===== src/rtl/register_file_scoreboard_pkg.sv =====
// Shared sizing constants and helpers for the register file / pending-write scoreboard.
package register_file_scoreboard_pkg;

    localparam int unsigned XLEN          = 32;
    localparam int unsigned REG_COUNT     = 32;
    localparam int unsigned REG_ADDR_BITS = $clog2(REG_COUNT);
    localparam int unsigned PEND_BITS     = 2;

    localparam logic [REG_ADDR_BITS-1:0] ZERO_REG = '0;
    localparam logic [PEND_BITS-1:0]     PEND_MAX = '1;

    // A source is still busy unless its only outstanding write retires this cycle.
    function automatic logic pend_busy(input logic [PEND_BITS-1:0] cnt, input logic retiring);
        return (cnt > PEND_BITS'(1)) || ((cnt == PEND_BITS'(1)) && !retiring);
    endfunction

endpackage


===== src/rtl/register_file_scoreboard_if.sv =====
// Write-back, read-port and issue signals between the pipeline and the register file.
interface register_file_scoreboard_if;
    import register_file_scoreboard_pkg::*;

    logic                     wb_we;
    logic [REG_ADDR_BITS-1:0] wb_rd;
    logic [XLEN-1:0]          wb_result;
    logic [REG_ADDR_BITS-1:0] rs1_addr;
    logic [REG_ADDR_BITS-1:0] rs2_addr;
    logic [XLEN-1:0]          rs1_data;
    logic [XLEN-1:0]          rs2_data;
    logic                     issue_valid;
    logic                     issue_writes;
    logic [REG_ADDR_BITS-1:0] issue_rd;
    logic                     issue_uses_rs1;
    logic                     issue_uses_rs2;
    logic                     flush;
    logic                     stall;

    modport master (
        output wb_we, wb_rd, wb_result, rs1_addr, rs2_addr,
               issue_valid, issue_writes, issue_rd, issue_uses_rs1, issue_uses_rs2, flush,
        input  rs1_data, rs2_data, stall
    );

    modport slave (
        input  wb_we, wb_rd, wb_result, rs1_addr, rs2_addr,
               issue_valid, issue_writes, issue_rd, issue_uses_rs1, issue_uses_rs2, flush,
        output rs1_data, rs2_data, stall
    );

endinterface


===== src/rtl/register_file_scoreboard_pending_counter.sv =====
// Saturating up/down pending-write counter for one architectural register.
module pending_counter #(
    parameter int unsigned WIDTH = 2
) (
    input  logic             clk,
    input  logic             rst_n,
    input  logic             inc,
    input  logic             dec,
    input  logic             clear,
    output logic [WIDTH-1:0] count
);

    logic             dec_eff;
    logic [WIDTH-1:0] count_next;

    assign dec_eff = dec && (count != '0);

    // On clear the surviving issue still lands on top of the zeroed count.
    always_comb begin
        count_next = count;
        if (clear) begin
            count_next = inc ? WIDTH'(1) : '0;
        end else if (inc && !dec_eff && (count != '1)) begin
            count_next = count + WIDTH'(1);
        end else if (dec_eff && !inc) begin
            count_next = count - WIDTH'(1);
        end
    end

    always_ff @(posedge clk or negedge rst_n) begin
        if (!rst_n) begin
            count <= '0;
        end else begin
            count <= count_next;
        end
    end

endmodule


===== src/rtl/register_file_scoreboard.sv =====
// Architectural integer register file with write-through read ports and a per-register
// pending-write scoreboard that raises stall on RAW hazards and counter overflow.
module register_file_scoreboard
    import register_file_scoreboard_pkg::*;
(
    input logic                      clk,
    input logic                      rst_n,
    register_file_scoreboard_if.slave rf
);

    logic [XLEN-1:0]      regs [REG_COUNT];
    logic [PEND_BITS-1:0] pend [REG_COUNT];

    logic rs1_busy;
    logic rs2_busy;
    logic rd_full;
    logic accept_inc;

    always_ff @(posedge clk or negedge rst_n) begin
        if (!rst_n) begin
            for (int unsigned i = 0; i < REG_COUNT; i++) begin
                regs[i] <= '0;
            end
        end else if (rf.wb_we && (rf.wb_rd != ZERO_REG)) begin
            regs[rf.wb_rd] <= rf.wb_result;
        end
    end

    always_comb begin
        rf.rs1_data = regs[rf.rs1_addr];
        if (rf.rs1_addr == ZERO_REG) begin
            rf.rs1_data = '0;
        end else if (rf.wb_we && (rf.wb_rd == rf.rs1_addr)) begin
            rf.rs1_data = rf.wb_result;
        end
    end

    always_comb begin
        rf.rs2_data = regs[rf.rs2_addr];
        if (rf.rs2_addr == ZERO_REG) begin
            rf.rs2_data = '0;
        end else if (rf.wb_we && (rf.wb_rd == rf.rs2_addr)) begin
            rf.rs2_data = rf.wb_result;
        end
    end

    always_comb begin
        rs1_busy = (rf.rs1_addr != ZERO_REG) &&
                   pend_busy(pend[rf.rs1_addr], rf.wb_we && (rf.wb_rd == rf.rs1_addr));
        rs2_busy = (rf.rs2_addr != ZERO_REG) &&
                   pend_busy(pend[rf.rs2_addr], rf.wb_we && (rf.wb_rd == rf.rs2_addr));
        // A full destination may still accept one more issue if a write-back frees a slot.
        rd_full  = (rf.issue_rd != ZERO_REG) && (pend[rf.issue_rd] == PEND_MAX) &&
                   !(rf.wb_we && (rf.wb_rd == rf.issue_rd));
        rf.stall = rf.issue_valid && ((rf.issue_uses_rs1 && rs1_busy) ||
                                      (rf.issue_uses_rs2 && rs2_busy) ||
                                      (rf.issue_writes   && rd_full));
        accept_inc = rf.issue_valid && !rf.stall && rf.issue_writes && (rf.issue_rd != ZERO_REG);
    end

    assign pend[0] = '0;

    for (genvar r = 1; r < REG_COUNT; r++) begin : g_pend
        pending_counter #(
            .WIDTH(PEND_BITS)
        ) u_cnt (
            .clk  (clk),
            .rst_n(rst_n),
            .inc  (accept_inc && (rf.issue_rd == REG_ADDR_BITS'(r))),
            .dec  (rf.wb_we && (rf.wb_rd == REG_ADDR_BITS'(r))),
            .clear(rf.flush),
            .count(pend[r])
        );
    end

endmodule


===== src/flat_wrapper.sv =====
// flat-port wrapper written by rule: the top's interface ports become plain ports
module register_file_scoreboard_flat import register_file_scoreboard_pkg::*;
  (clk, rst_n, rf_wb_we, rf_wb_rd, rf_wb_result, rf_rs1_addr, rf_rs2_addr, rf_issue_valid, rf_issue_writes, rf_issue_rd, rf_issue_uses_rs1, rf_issue_uses_rs2, rf_flush, rf_rs1_data, rf_rs2_data, rf_stall);
  register_file_scoreboard_if rf_i ();
  input logic clk;
  input logic rst_n;
  input wire logic [$bits(rf_i.wb_we)-1:0] rf_wb_we;
  input wire logic [$bits(rf_i.wb_rd)-1:0] rf_wb_rd;
  input wire logic [$bits(rf_i.wb_result)-1:0] rf_wb_result;
  input wire logic [$bits(rf_i.rs1_addr)-1:0] rf_rs1_addr;
  input wire logic [$bits(rf_i.rs2_addr)-1:0] rf_rs2_addr;
  input wire logic [$bits(rf_i.issue_valid)-1:0] rf_issue_valid;
  input wire logic [$bits(rf_i.issue_writes)-1:0] rf_issue_writes;
  input wire logic [$bits(rf_i.issue_rd)-1:0] rf_issue_rd;
  input wire logic [$bits(rf_i.issue_uses_rs1)-1:0] rf_issue_uses_rs1;
  input wire logic [$bits(rf_i.issue_uses_rs2)-1:0] rf_issue_uses_rs2;
  input wire logic [$bits(rf_i.flush)-1:0] rf_flush;
  output wire logic [$bits(rf_i.rs1_data)-1:0] rf_rs1_data;
  output wire logic [$bits(rf_i.rs2_data)-1:0] rf_rs2_data;
  output wire logic [$bits(rf_i.stall)-1:0] rf_stall;
  assign rf_i.wb_we = rf_wb_we;
  assign rf_i.wb_rd = rf_wb_rd;
  assign rf_i.wb_result = rf_wb_result;
  assign rf_i.rs1_addr = rf_rs1_addr;
  assign rf_i.rs2_addr = rf_rs2_addr;
  assign rf_i.issue_valid = rf_issue_valid;
  assign rf_i.issue_writes = rf_issue_writes;
  assign rf_i.issue_rd = rf_issue_rd;
  assign rf_i.issue_uses_rs1 = rf_issue_uses_rs1;
  assign rf_i.issue_uses_rs2 = rf_issue_uses_rs2;
  assign rf_i.flush = rf_flush;
  assign rf_rs1_data = rf_i.rs1_data;
  assign rf_rs2_data = rf_i.rs2_data;
  assign rf_stall = rf_i.stall;
  register_file_scoreboard u_core (.clk(clk), .rst_n(rst_n), .rf(rf_i));
endmodule

===== config.mk =====
export PLATFORM = sky130hd
export DESIGN_NAME = register_file_scoreboard_flat
export DESIGN_NICKNAME = d
export VERILOG_FILES = /design/src/rtl/register_file_scoreboard_pkg.sv /design/src/rtl/register_file_scoreboard_if.sv /design/src/rtl/register_file_scoreboard_pending_counter.sv /design/src/rtl/register_file_scoreboard.sv /design/src/flat_wrapper.sv
export SDC_FILE = /design/constraint.sdc
export NUM_CORES = 2
export LEC_CHECK = 0
export BUFFER_PORTS_ARGS = -buffer_cell sky130_fd_sc_hd__clkbuf_2
export CAP_MARGIN = 40
export CORE_ASPECT_RATIO = 2
export CORE_UTILIZATION = 35
export CTS_BUF_LIST = sky130_fd_sc_hd__clkbuf_8
export CTS_CLUSTER_DIAMETER = 120
export DETAILED_ROUTE_END_ITERATION = 8
export REMOVE_ABC_BUFFERS = 1
export SYNTH_ARGS = -nofsm -noshare
export SYNTH_HDL_FRONTEND = slang
export SYNTH_HIERARCHICAL = 1
export SYNTH_SLANG_ARGS = --single-unit

===== constraint.sdc =====
create_clock -name clk -period 4 [get_ports clk]
set_input_delay 0.2 -clock clk [delete_from_list [all_inputs] [get_ports clk]]
set_output_delay 0.2 -clock clk [all_outputs]
set_load 0.005 [all_outputs]

==> tab_implementation.tex <==
\begin{tabular}{lr}
\hline
Metric & Value \\
\hline
\multicolumn{2}{l}{\textbf{Run status}} \\
Run status & finished clean \\
\multicolumn{2}{l}{\textbf{Yosys}} \\
Fraction of the yosys area taken by sequential cells & between 40\% and 50\% \\
Post-Syn Area per Cell & 12.1 um2 \\
Top FF cell, synth & dfrtp\_1 \\
Unique masters post-synth & 54 \\
Share of async-settable or async-resettable flops after synthesis & 100\% \\
Count of yosys warnings during synthesis & 6 \\
Post-synthesis cell count & between 5000 and 6000 \\
Seq cells post-synth & between 1000 and 1500 \\
Number of flops mapped to enable cells by yosys & 0 \\
Netlist Area Pre-Place & $\sim$60000 um2 \\
\multicolumn{2}{l}{\textbf{GRT}} \\
Gr ovfl total & 0 \\
Global-route usage over all layers & around 25\% \\
Via count of the first global-routing pass & 46200 \\
Number of antenna violations at the first check in global routing & 10 \\
Global-route wire length before repair & around 320000 um \\
Largest net degree at the start of global routing & around 120 \\
\multicolumn{2}{l}{\textbf{Route}} \\
Iteration count of the initial detailed-routing pass & 7 \\
Overall routed net length & 218000 um \\
Vias after detailed routing & about 44000 \\
Wire length per cell & 29.4 um \\
Antenna Violating Nets Remaining & 0 \\
Per-cell via count in the routed design & between 5 and 6 \\
Residual DRC & 0 \\
Iteration-0 DRC count of the detailed router & roughly 4200 \\
\multicolumn{2}{l}{\textbf{Clock network}} \\
Insertion delay of the later-clocked pin in the worst-skew pair & about 0.85 ns \\
Library cell used as clock root buffer & clkbuf\_8 \\
Clock-pin slew on the worst setup and hold paths & roughly 0.07 ns \\
TritonCTS Buffers & between 150 and 200 \\
CTS Sinks & 1086 \\
Number of H-tree levels & 4 \\
Buffers from clock root to sink, at most & 4 \\
CTS tree & done \\
\multicolumn{2}{l}{\textbf{Cells and area}} \\
Count of filler cells inserted in the layout & 16400 \\
FF+latch area & roughly 27000 um2 \\
Final Net Count & about 5100 \\
Share of final-layout standard cells stronger than drive strength 1 & 35.1\% \\
Area taken by multi-input logic gates & about 32000 um2 \\
Utilization of the core after routing & 39.5\% \\
Final instance area & just under 70000 um2 \\
Final cell count without fillers & between 7000 and 8000 \\
P\&R area growth vs syn & 11.9\% \\
\multicolumn{2}{l}{\textbf{Placement}} \\
Placed Instances & about 7000 \\
Dpl cell area & between 60000 and 70000 um2 \\
Final GP Congestion & 0.888 \\
HPWL after detailed placement & roughly 130000 um \\
Port-buffer cells & approximately 120 \\
\multicolumn{2}{l}{\textbf{STA}} \\
Number of hold-slack violations in the final timing report & 0 \\
Final critical-path share of the clock period & between 90\% and 100\% \\
Max-Slew Margin vs Limit & about a quarter \\
Minimum period implied by the final worst setup slack & around 3.8 ns \\
RSZ-0062 raised after global routing & false \\
\# setup viols final & 0 \\
Timing-limited maximum frequency & between 0.2 and 0.3 GHz \\
Worst Tran Pin Value & about 1.1 ns \\
Final count of pins violating max slew & 0 \\
Final setup skew & approximately 0.020 ns \\
\multicolumn{2}{l}{\textbf{Hold path}} \\
Hold crit path type & primary input to flip-flop \\
\multicolumn{2}{l}{\textbf{Worst setup path}} \\
Arrival time of the worst setup path & between 4 and 5 ns \\
Critical Path End Type & flip-flop \\
List of cells traversed by the critical path & mux4\_2 > nor2b\_4 > a2111oi\_4 > and3b\_1 > o2111ai\_2 > o2111ai\_2 > buf\_4 > nor4\_1 > buf\_4 > or4b\_1 > nand2\_1 > a221oi\_1 \\
Critical Path Slowest Stage Cell & nor4\_1 \\
Maximum net fanout on the critical path & 19 \\
Worst EP required & around 4.7 ns \\
Delay contributed by the slowest stage of the critical path & between 0.5 and 0.6 ns \\
Buf+Inv Stages, Crit Path & 2 \\
Cell family with most CP delay & simple AND/OR/NAND/NOR gates \\
Element type at the critical path start & flip-flop \\
Path type of the worst setup path & flip-flop to flip-flop \\
\multicolumn{2}{l}{\textbf{Die}} \\
Y dimension of the die & a little under 600 um \\
Die Footprint & between 150000 and 200000 um2 \\
Starting utilization of the core area & between 30\% and 40\% \\
Floorplan die width & a little under 300 um \\
Total I/O pin count & 125 \\
Row count & around 220 \\
Core Box Area & around 170000 um2 \\
\multicolumn{2}{l}{\textbf{Power}} \\
Leakage power figure & 30.3 nW \\
Ratio of total power to cell area & 446 nW/um2 \\
Tot Pwr & between 30 and 40 mW \\
Max VDD drop & around 200 uV \\
\multicolumn{2}{l}{\textbf{Run}} \\
Maximum Capacitance Violations & 0 \\
\hline
\end{tabular}
[synthesized netlist by cell type, types with 2 or more instances]
| cell | count | area (um2) |
|---|---|---|
| a211oi_1 | 67 | 503 |
| o211ai_1 | 8 | 60.1 |
| a31oi_1 | 2 | 12.5 |
| nor3b_1 | 4 | 30.0 |
| buf_6 | 3 | 33.8 |
| xor2_1 | 12 | 105 |
| a22oi_1 | 2 | 15.0 |
| o21ai_0 | 42 | 210 |
| inv_1 | 49 | 184 |
| dfrtp_1 | 1086 | 27200 |
| nor2b_1 | 39 | 244 |
| nand4_1 | 7 | 43.8 |
| a221oi_1 | 32 | 280 |
| o2111ai_1 | 3 | 26.3 |
| a21o_2 | 31 | 272 |
| and2_1 | 4 | 25.0 |
| or4_1 | 2 | 15.0 |
| a21oi_1 | 66 | 330 |
| mux4_2 | 667 | 15000 |
| and3b_1 | 2 | 17.5 |
| o2111ai_2 | 2 | 30.0 |
| mux2i_1 | 75 | 751 |
| buf_1 | 66 | 248 |
| xnor2_1 | 3 | 26.3 |
| or4b_1 | 31 | 310 |
| nand3b_1 | 5 | 37.5 |
| buf_2 | 69 | 345 |
| nor3_1 | 18 | 90.1 |
| or2_2 | 3 | 18.8 |
| nand2b_1 | 35 | 219 |
| nor2_1 | 95 | 357 |
| mux2_2 | 522 | 5880 |
| clkbuf_1 | 332 | 1250 |
| nand3_1 | 22 | 110 |
| nor4_1 | 12 | 75.1 |
| nand2_1 | 1543 | 5790 |
| nand4b_1 | 32 | 280 |
[cells by family (layout without fill, tap and decap cells)]
group,after synthesis,in the layout,share of synthesized area [%]
buffers and inverters,521,644,3.41
XOR/XNOR,15,15,0.217
other,0,3,0
flip-flops,1086,1086,44.9
multiplexers,1264,1264,35.7
AND/OR/NAND/NOR,1859,1859,12.7
AO/OA/AOI/OAI,265,265,3.05
[power by group]
| group | leakage, nW | switching (mW) | internal [mW] | total [mW] |
|---|---|---|---|---|
| Sequential | 14.1 | 1.43 | 12.9 | 14.3 |
| Clock | 1.76 | 4.62 | 4.62 | 9.24 |
| Combinational | 14.4 | 2.90 | 3.77 | 6.67 |
| Total | 30.3 | 8.95 | 21.3 | 30.2 |
[per-layer routing]
metal	wire, um	track usage, %	up-vias
li1	-	-	18100
met5	91	0	-
met2	108000	42.0	2259
met1	74700	29.0	23100
met3	16400	4.33	841
met4	18700	18.4	14
[state kept, by name, indices dropped and copies added (netlist names)]
register / cells
u_core/regs: 1024
u_core/g_pend.u_cnt/count: 62
[final timing paths]
path / start / endpoint / slack (ns) / depth (start not counted)
max: u_core/g_pend[19].u_cnt/count[1] / u_core/g_pend[6].u_cnt/count[0] / 0.22 / 12
min: rf_issue_writes / u_core/g_pend[20].u_cnt/count[0] / 0.07 / 5
max reg2reg: u_core/g_pend[19].u_cnt/count[1] / u_core/g_pend[6].u_cnt/count[0] / 0.22 / 12
min reg2reg: u_core/regs[1013] / u_core/regs[1013] / 0.40 / 0
max in group asynchronous: rst_n / u_core/regs[261] / 2.36 / 4
min in group asynchronous: rst_n / u_core/g_pend[8].u_cnt/count[0] / 0.52 / 3
[stage by stage]
step                      TNS [ns]  hold slack (ns)  setup slack (ns)
after floorplan             -56.54          -0.0956             -1.20
after global placement           0            0.265             0.338
after detailed placement         0            0.268             0.227
after CTS                        0           0.0111             0.250
after global routing             0            0.140            0.0427
final                            0           0.0704             0.220
[final cells by class]
type	count	share of cell area [%]
Timing Repair Buffer	330	4.36
Antenna cell	3	0.0111
Clock buffer	197	4.00
Multi-Input combinational cell	3403	46.5
Tap cell	2278	4.20
Inverter	50	0.279
Clock inverter	67	0.543
Sequential cell	1086	40.1
[repair_timing]
item / 4_1_cts / 5_1_grt
buffers inserted: 0 / 0
endpoints found under the setup margin: 0 / 1
hold buffers: 37 / 0
resized for setup: 0 / 1
hold endpoints to repair: 865 / 0
[worst min-delay path, stage by stage]
cell	delay, ns
clkbuf_2	0.14
nand3_1	0.21
nor3_1	0.17
inv_1	0.08
a221oi_1	0.07
[layout by cell type, fill, tap and decap left out, types with 39 or more instances in the layout]
master	n
buf_12	42
buf_4	126
dfrtp_1	1086
clkbuf_8	197
nand2_1	1528
mux2_2	522
clkbuf_2	113
nor2b_1	39
mux2i_1	75
a211oi_1	67
o21ai_0	42
nor2_1	78
mux4_2	667
a21oi_1	66
inv_1	72
Note: power is estimated with default switching activity, not from simulation.
